## src/rtl/tile_job_loader.sv

```systemverilog
// Tagged job-word parser: claims a free solver channel, streams c_real/c_imag limbs into its store, then pulses start.
// Define TILE_JOB_LOADER_STATS_EN to add the stat_jobs / stat_errors counters.
module tile_job_loader #(
  parameter int LIMB_INDEX_BITS = 6,
  parameter int LIMB_SIZE_BITS  = 8,
  parameter int NUM_CHANNELS    = 2,
  localparam int CH_BITS = (NUM_CHANNELS > 1) ? $clog2(NUM_CHANNELS) : 1
) (
  input  logic                       clock,
  input  logic                       reset,
  input  logic                       in_valid,
  input  logic [31:0]                in_data,
  input  logic                       in_end_of_stream,
  output logic                       in_ready,
  input  logic [NUM_CHANNELS-1:0]    ch_busy,
  output logic [NUM_CHANNELS-1:0]    ch_start,
  output logic                       wr_en,
  output logic [CH_BITS-1:0]         wr_channel,
  output logic                       wr_is_imag,
  output logic [LIMB_INDEX_BITS-1:0] wr_index,
  output logic [LIMB_SIZE_BITS-1:0]  wr_data,
  output logic [CH_BITS-1:0]         job_channel,
  output logic [28:0]                job_addr,
  output logic [28:0]                job_zoom,
  output logic [LIMB_INDEX_BITS:0]   job_real_limbs,
  output logic [LIMB_INDEX_BITS:0]   job_imag_limbs,
`ifdef TILE_JOB_LOADER_STATS_EN
  output logic                       err_protocol,
  output logic [15:0]                stat_jobs,
  output logic [15:0]                stat_errors
`else
  output logic                       err_protocol
`endif
);

  localparam logic [2:0] TAG_ADDR = 3'd0;
  localparam logic [2:0] TAG_ZOOM = 3'd1;
  localparam logic [2:0] TAG_REAL = 3'd2;
  localparam logic [2:0] TAG_IMAG = 3'd3;
  localparam logic [2:0] TAG_END  = 3'd4;
  localparam logic [LIMB_INDEX_BITS:0] CNT_ONE = {{LIMB_INDEX_BITS{1'b0}}, 1'b1};

  typedef enum logic [2:0] {
    S_IDLE  = 3'd0,
    S_ZOOM  = 3'd1,
    S_REAL  = 3'd2,
    S_IMAG  = 3'd3,
    S_START = 3'd4,
    S_DRAIN = 3'd5
  } state_t;

  state_t state_reg;
  state_t state_next;

  logic [2:0]                tag;
  logic [28:0]               payload;
  logic [LIMB_SIZE_BITS-1:0] limb;
  logic                      eos;
  logic                      accept;

  logic [CH_BITS-1:0]        claimed_reg;
  logic [28:0]               addr_reg;
  logic [28:0]               zoom_reg;
  logic [LIMB_INDEX_BITS:0]  real_cnt_reg;
  logic [LIMB_INDEX_BITS:0]  imag_cnt_reg;
  logic                      real_full;
  logic                      imag_full;
  logic [CH_BITS-1:0]        free_idx;

  logic                      claim;
  logic                      latch_zoom;
  logic                      write_limb;
  logic                      write_imag;
  logic                      go_start;
  logic                      proto_err;
  logic                      start_active;

  assign tag     = in_data[31:29];
  assign payload = in_data[28:0];
  assign limb    = payload[LIMB_SIZE_BITS-1:0];
  assign eos     = in_end_of_stream;
  assign accept  = in_valid & in_ready;

  // A count with its top bit set has reached 2**LIMB_INDEX_BITS limbs.
  assign real_full = real_cnt_reg[LIMB_INDEX_BITS];
  assign imag_full = imag_cnt_reg[LIMB_INDEX_BITS];

  // Lowest-index idle channel; only consulted when at least one is idle.
  always_comb begin
    free_idx = '0;
    for (int i = NUM_CHANNELS - 1; i >= 0; i--) begin
      if (!ch_busy[i]) begin
        free_idx = CH_BITS'(i);
      end
    end
  end

  always_ff @(posedge clock) begin
    if (reset) begin
      state_reg <= S_IDLE;
    end else begin
      state_reg <= state_next;
    end
  end

  always_comb begin
    state_next = state_reg;
    claim      = 1'b0;
    latch_zoom = 1'b0;
    write_limb = 1'b0;
    write_imag = 1'b0;
    go_start   = 1'b0;
    proto_err  = 1'b0;
    case (state_reg)
      S_IDLE: begin
        if (accept) begin
          if (tag == TAG_ADDR && !eos) begin
            claim      = 1'b1;
            state_next = S_ZOOM;
          end else begin
            proto_err = 1'b1;
          end
        end
      end
      S_ZOOM: begin
        if (accept) begin
          if (tag == TAG_ZOOM && !eos) begin
            latch_zoom = 1'b1;
            state_next = S_REAL;
          end else begin
            proto_err = 1'b1;
          end
        end
      end
      S_REAL: begin
        if (accept) begin
          if (tag == TAG_REAL && !eos && !real_full) begin
            write_limb = 1'b1;
          end else if (tag == TAG_IMAG && !eos && real_cnt_reg != '0) begin
            write_limb = 1'b1;
            write_imag = 1'b1;
            state_next = S_IMAG;
          end else begin
            proto_err = 1'b1;
          end
        end
      end
      S_IMAG: begin
        if (accept) begin
          if (tag == TAG_IMAG && !eos && !imag_full) begin
            write_limb = 1'b1;
            write_imag = 1'b1;
          end else if (tag == TAG_END && eos && imag_cnt_reg != '0) begin
            go_start   = 1'b1;
            state_next = S_START;
          end else begin
            proto_err = 1'b1;
          end
        end
      end
      S_START: begin
        state_next = S_IDLE;
      end
      S_DRAIN: begin
        if (accept && eos) begin
          state_next = S_IDLE;
        end
      end
      default: begin
        state_next = S_IDLE;
      end
    endcase
    // An erroring word that closes its job needs no drain phase.
    if (proto_err) begin
      state_next = eos ? S_IDLE : S_DRAIN;
    end
  end

  always_comb begin
    in_ready     = 1'b1;
    start_active = 1'b0;
    case (state_reg)
      S_IDLE:  in_ready = |(~ch_busy);
      S_START: begin
        in_ready     = 1'b0;
        start_active = 1'b1;
      end
      default: in_ready = 1'b1;
    endcase
  end

  for (genvar gi = 0; gi < NUM_CHANNELS; gi++) begin : g_start
    assign ch_start[gi] = start_active && (claimed_reg == CH_BITS'(gi));
  end

  always_ff @(posedge clock) begin
    if (reset) begin
      claimed_reg    <= '0;
      addr_reg       <= '0;
      zoom_reg       <= '0;
      real_cnt_reg   <= '0;
      imag_cnt_reg   <= '0;
      wr_en          <= 1'b0;
      wr_channel     <= '0;
      wr_is_imag     <= 1'b0;
      wr_index       <= '0;
      wr_data        <= '0;
      job_channel    <= '0;
      job_addr       <= '0;
      job_zoom       <= '0;
      job_real_limbs <= '0;
      job_imag_limbs <= '0;
      err_protocol   <= 1'b0;
    end else begin
      wr_en        <= write_limb;
      err_protocol <= proto_err;
      if (claim) begin
        claimed_reg  <= free_idx;
        addr_reg     <= payload;
        real_cnt_reg <= '0;
        imag_cnt_reg <= '0;
      end
      if (latch_zoom) begin
        zoom_reg <= payload;
      end
      // Imag count is still zero on the first c_imag word, so it indexes directly.
      if (write_limb) begin
        wr_channel <= claimed_reg;
        wr_is_imag <= write_imag;
        wr_data    <= limb;
        if (write_imag) begin
          wr_index     <= imag_cnt_reg[LIMB_INDEX_BITS-1:0];
          imag_cnt_reg <= imag_cnt_reg + CNT_ONE;
        end else begin
          wr_index     <= real_cnt_reg[LIMB_INDEX_BITS-1:0];
          real_cnt_reg <= real_cnt_reg + CNT_ONE;
        end
      end
      if (go_start) begin
        job_channel    <= claimed_reg;
        job_addr       <= addr_reg;
        job_zoom       <= zoom_reg;
        job_real_limbs <= real_cnt_reg;
        job_imag_limbs <= imag_cnt_reg;
      end
    end
  end

`ifdef TILE_JOB_LOADER_STATS_EN
  always_ff @(posedge clock) begin
    if (reset) begin
      stat_jobs   <= '0;
      stat_errors <= '0;
    end else begin
      if (start_active) begin
        stat_jobs <= stat_jobs + 16'd1;
      end
      if (err_protocol) begin
        stat_errors <= stat_errors + 16'd1;
      end
    end
  end
`endif

endmodule

```

## config.mk

```make
export PLATFORM = sky130hd
export DESIGN_NAME = tile_job_loader
export DESIGN_NICKNAME = d
export VERILOG_FILES = /design/src/rtl/tile_job_loader.sv
export SDC_FILE = /design/constraint.sdc
export NUM_CORES = 1
export LEC_CHECK = 0
export CAP_MARGIN = 20
export CORE_MARGIN = 2
export CORE_UTILIZATION = 25
export CTS_BUF_LIST = sky130_fd_sc_hd__clkbuf_8 sky130_fd_sc_hd__clkbuf_16
export DETAILED_ROUTE_END_ITERATION = 12
export GPL_ROUTABILITY_DRIVEN = 0
export HOLD_SLACK_MARGIN = 0.06
export SLEW_MARGIN = 20
export SYNTH_ARGS = -nofsm -noshare
export SYNTH_HDL_FRONTEND = slang
export SYNTH_SLANG_ARGS = --single-unit
```

## constraint.sdc

```tcl
create_clock -name clock -period 3.8 [get_ports clock]
set_input_delay 0.38 -clock clock [delete_from_list [all_inputs] [get_ports clock]]
set_output_delay 0.38 -clock clock [all_outputs]
set_load 0.02 [all_outputs]
```

==> flow_metrics.py <==
metrics = {
    "synthesis": {
        "syn_area_mm2": 0.00650,
        "yosysSeqAreaShare_pct": 51.4,
        "synth_ff_type": "dfxtp_1",
        "ys_top_cells_by_area": "dfxtp_1 51%, nand2_1 15%, a21oi_1 12%",
        "ys_types": 56,
        "synth_seq_cells": 167,
        "yosys_warnings": 0,
        "synth_cells": 801,
        "synth-compound-area-share_pct": 17.5,
        "synth_top_area_share_pct": 51.4,
        "async_flop_share_pct": 0,
        "synth_area_per_cell_um2": 8.12,
        "synth_adder_area_share_pct": 0.770,
        "yosys.area_share.simple_pct": 23.9,
        "synthMuxAreaShare_pct": 1.54,
        "synth_top_family_by_area": "simple AND/OR/NAND/NOR gates",
        "synth-edff-count": 0,
        "synth_nets": 843,
        "yosys.area.top_type": "dfxtp_1",
        "synthXorXnorAreaFrac_pct": 0,
    },
    "power": {
        "intPower_mw": 2.96,
        "pwr-share-seq_pct": 45.9,
        "powerDensity_mw_per_mm2": 442,
        "power_frac_clock_pct": 49.0,
        "power_switching_uw": 907,
        "ir_drop_mv": 0.244,
        "comb_power_share_pct": 5.1,
        "netSwitchingFraction_pct": 23.5,
        "p_leak_nw": 2.91,
    },
    "clock_tree": {
        "clk_pin_slew_ps": 70,
        "cts_setup_buffers": 0,
        "cts_resized": 0,
        "clk_path_buf_depth": 2,
        "clk_latency_ps": 440,
        "cts-root-buf": "clkbuf_16",
        "htreeDepth": 4,
        "cts.sinks": 167,
        "cts_tree": "built",
        "cts_made_buffers": 17,
        "cts_hold_buffers": 0,
    },
    "global_routing": {
        "grt_pass1_vias": 5458,
        "grt_usage_pct": 13.7,
        "grt_max_degree": 68,
        "grt_overflow": 0,
        "antenna_found_initial": 0,
        "grt_pass1_wl_um": 29000,
    },
    "floorplan": {
        "io_pins": 132,
        "dieHeight_um": 165,
        "die_x_um": 165,
        "die-area_mm2": 0.0273,
        "core_area_mm2": 0.0258,
        "rows": 59,
        "initial_core_util_pct": 25.2,
    },
    "routing": {
        "viasPerCell": 4.56,
        "drcViolationCount": 0,
        "routed_wl_um": 18400,
        "drtIter0Drc": 378,
        "wire_per_inst_um": 14.7,
        "vias": 5728,
        "ant_nets": 0,
        "firstDrtPassIters": 5,
    },
    "final_layout": {
        "nets": 949,
        "multi_input_area_mm2": 0.00285,
        "antennaDiodeCount": 0,
        "final_cell_mix": "268 x nand2_1, 167 x dfxtp_1, 154 x a21oi_1",
        "layout_commonest_cell": "nand2_1",
        "regArea_mm2": 0.00334,
        "syn_to_final_growth_pct": 34.4,
        "drive_gt1_share_pct": 6.96,
        "post-route-util_pct": 33.9,
        "fillCellCount": 2728,
    },
    "timing": {
        "rsz0062_at_grt": "no",
        "fmax_mhz": 392,
        "min_period_ps": 2550,
        "setup_violations": 0,
        "finalHoldViolCount": 0,
        "tightest_slew_ps": 885,
        "maxSlewHeadroom_pct": 40.7,
        "finalCritPeriodShare_pct": 67.1,
        "maxSlewViolCount": 0,
        "finalClockSkew_ps": 25.5,
        "setup_tns_ps": 0,
    },
    "critical_path": {
        "required_ps": 4160,
        "worstSetupPathType": "register to register",
        "arrival_ps": 2910,
        "cp-start-kind": "register",
        "worst-path-max-fanout": 45,
        "endpoint_kind": "register",
    },
    "hold_path": {
        "worst_hold_path_type": "register to register",
    },
    "placed_design": {
        "io_buffer_count": 131,
        "hpwl_um": 12200,
    },
    "status": {
        "status": "complete, no violations",
    },
    "job": {
        "maxCapViolCount": 0,
    },
}
==> metal layers <==
metal | GRT usage, % | vias to the layer above | wire length [um]
met1 | 17.7 | 2659 | 8390
met4 | 5.53 | 0 | 566
met2 | 21.9 | 142 | 8650
met5 | 0 | - | 0
met3 | 3.10 | 34 | 816
li1 | - | 2893 | -
==> through the flow <==
stage	worst slack, ps	total power [mW]	hold WS, ps	cells	instance area, um^2
finish	1250	3.87	452	1255	8740
CTS	1200	3.91	453	1255	8740
global placement	869	2.01	438	1223	8100
global route	974	4.00	464	1255	8740
detailed placement	864	2.01	443	1223	8100
floorplan	1860	1.93	432	801	6500
==> critical path: stages (launching register included) <==
cell,delay (ps)
dfxtp_1,600
a21oi_1,120
o31ai_2,560
or3_2,630
buf_12,310
nand2_1,100
a21oi_1,150
==> final cells by class <==
class / count / share of cell area, %
tap: 335 / 4.79
inverter: 9 / 0.386
sequential: 167 / 38.2
clock inverter: 15 / 2.49
clock buffer: 17 / 4.87
timing repair buffer: 143 / 16.6
multi-input combinational: 569 / 32.6
==> cell families (layout without fill, tap and decap cells) <==
group / count (synthesis) / count (layout)
buf+inv: 65 / 184
flops: 167 / 167
simple gates: 361 / 361
mux: 10 / 10
fa+ha+maj: 4 / 4
compound gates: 194 / 194
==> cells in the mapped netlist (2+ instances only) <==
| master | count |
|---|---|
| buf_4 | 9 |
| ha_1 | 4 |
| clkbuf_1 | 34 |
| and3_1 | 6 |
| nor3_2 | 3 |
| nand3_1 | 9 |
| nor2b_1 | 5 |
| o21ai_4 | 2 |
| o21ai_1 | 3 |
| mux2i_1 | 10 |
| a21oi_1 | 154 |
| nor2_1 | 38 |
| nand2_1 | 268 |
| a31oi_1 | 2 |
| nand3b_1 | 8 |
| nor3_1 | 2 |
| or4_1 | 2 |
| o21ai_0 | 3 |
| a211oi_1 | 4 |
| o211ai_1 | 2 |
| a41oi_1 | 2 |
| inv_1 | 9 |
| a222oi_1 | 6 |
| dfxtp_1 | 167 |
| buf_2 | 11 |
| nand2b_1 | 7 |
| a311o_1 | 2 |
==> worst paths after layout <==
kind,cells after the start,startpoint,slack (ps),endpoint
setup reg to reg,6,state_reg[2],1250,job_zoom[18]
hold reg to reg,2,addr_reg[9],450,job_addr[9]
hold / removal,2,addr_reg[9],450,job_addr[9]
setup / recovery,6,state_reg[2],1250,job_zoom[18]
==> power groups by stage <==
| stage | Combinational [mW] | Sequential, mW | Clock, mW |
|---|---|---|---|
| 4_1_cts | 0.197 | 1.78 | 1.94 |
| 3_5_place_dp | 0.196 | 1.82 | 0 |
| 5_1_grt | 0.212 | 1.78 | 2.01 |
| 6_report | 0.196 | 1.78 | 1.90 |
| 3_3_place_gp | 0.196 | 1.82 | 0 |
| 2_1_floorplan | 0.121 | 1.81 | 0 |
Note: power is estimated with default switching activity, not from simulation.
==> variant: new RTL, same flow settings <==
The output `err_protocol` loses its register stage (`err_protocol` becomes a continuous assignment).
--- a/src/rtl/tile_job_loader.sv
+++ b/src/rtl/tile_job_loader.sv
@@ -210,10 +210,8 @@
       job_zoom       <= '0;
       job_real_limbs <= '0;
       job_imag_limbs <= '0;
-      err_protocol   <= 1'b0;
     end else begin
       wr_en        <= write_limb;
-      err_protocol <= proto_err;
       if (claim) begin
         claimed_reg  <= free_idx;
         addr_reg     <= payload;
@@ -246,6 +244,8 @@
     end
   end
 
+  assign err_protocol = proto_err;
+
 `ifdef TILE_JOB_LOADER_STATS_EN
   always_ff @(posedge clock) begin
     if (reset) begin
Check against the original RTL: not equivalent (Yosys sat finds a counterexample within 4 cycles, from zero or initial values and one cycle with reset high).
==> variant against the unedited design <==
  * Routed wire length rose by 1.3%
  * Total power is 1.4% higher
  * Critical endpoint is now err_protocol
  * Worst setup slack worse by 0.86 ns
  * Hold slack got worse by 0.0022 ns
  * First-iteration DRC count down 1.3%
  * Clock power is 2% lower
  * Via count is essentially flat
  * Final area is 1.7% lower
  * Sequential share of layout area increased by 0.45 points
  * Synthesized cell count up 0.62%
  * Synthesized area down 1.8%
  * Sequential cell count shrank 1
  * Die area down 1.8%
  * Critical path depth unchanged
==> variant: results (changes against the unedited design) <==
DP Worst Slack 0.516 ns (-0.347 ns); status finished clean; fin util 34.2% (+0.28 points); Met3 Wirelength 843 µm (+3.3%); WL met1 8.96 mm (+6.9%); Iter 0 DRT Violations 373 (-1.3%); first-pass GRT wire length 29.1 mm (+0.26%); Routed met2 length 8.62 mm (-0.25%); Crit. Startpoint imag_cnt_reg[2]$_SDFF_PP0_; Unique masters post-synth 58 (+3.6%); Initial DRT Pass Iterations 4 (-1); DP Area 7960 µm² (-1.7%); Clock transition at path regs 0.07 ns (about the same); met3 usage 3.54% (+0.44 points); Worst-Skew Late Latency 0.42 ns (-0.02 ns); Worst EP arrival 3.03 ns (+0.12 ns); GR Util met1 18.3% (+0.58 points); Hold Startpoint zoom_reg[13]$_SDFFE_PP0P_; leakage 2.77 nW (-4.8%); Post-Syn Instances 806 (+0.62%); VDD IR max 213 µV (-13%); global routing usage on met2 22.5% (+0.59 points); WL/cell 14.9 µm (+1.6%); share of cells above drive strength 1 7.05% (+0.093 points); GRT Resource Usage Total 13.9% (+0.22 points); top post-synthesis cells by count nand2_1 (292), dfxtp_1 (166), a21oi_1 (164); post-synthesis sequential area ratio 52.1% (+0.64 points); Placed Cells incl. Taps 1,220 (-0.25%); post-synth net total 848 (+0.59%); Filler Cell Count 2,733 (+0.18%); Slew @ Worst Pin 0.812 ns (-0.0732 ns); reg2reg start imag_cnt_reg[0]$_SDFF_PP0_; DR vias 5,732 (+0.070%); hpwl dp 12.3 mm (+1.2%); fin cells 1,252 (-0.24%); skew final 0.0118 ns (-0.0137 ns); crit path max fanout 8 (-82%); top cells by area, synth dfxtp_1 (52%), nand2_1 (17%), a21oi_1 (13%), clkbuf_1 (2.2%), buf_2 (1.3%)
==> variant: cell count changes after synthesis, moves of 6 or more <==
cell | unedited run | this run
a22oi_1 | 1 | 7
nand2_1 | 268 | 292
buf_4 | 9 | 1
a222oi_1 | 6 | 0
nor2_1 | 38 | 20
a21oi_1 | 154 | 164
buf_2 | 11 | 17
mux2i_1 | 10 | 1
==> variant: final cells by class <==
| class | instances | area share, % |
|---|---|---|
| sequential | 166 | 38.7 |
| timing repair buffer | 140 | 16.2 |
| multi-input combinational | 574 | 32.6 |
| tap | 330 | 4.81 |
| clock buffer | 20 | 5.43 |
| inverter | 10 | 0.437 |
| clock inverter | 12 | 1.91 |
==> variant: critical path, stage by stage (launching register included) <==
cell	delay, ns
dfxtp_1	0.37
nor4_1	0.46
a31oi_1	0.30
or3_1	0.41
a31o_1	0.26
nor2_1	0.16
clkdlybuf4s50_1	0.64
==> variant: worst paths after layout <==
check | endpoint | slack (ns) | cells after the start
worst max register to register | job_addr[23]$_SDFFE_PP0P_ | 1.16 | 7
worst min register to register | job_zoom[13]$_SDFFE_PP0P_ | 0.45 | 2
worst max-delay path | err_protocol | 0.39 | 6
worst min-delay path | job_zoom[13]$_SDFFE_PP0P_ | 0.45 | 2
==> variant: cell families after synthesis <==
group / after synthesis / synth area share (%)
DFF: 166 / 52.1
and+or+nand+nor: 363 / 24.0
adders and majority gates: 4 / 0.784
buffers and inverters: 66 / 4.39
muxes: 2 / 0.333
AOI/OAI and AO/OA: 205 / 18.4
==> variant: power breakdown <==
part           switching, mW  internal, mW
clock network          0.753          1.10
registers             0.0317          1.75
logic                  0.165         0.117
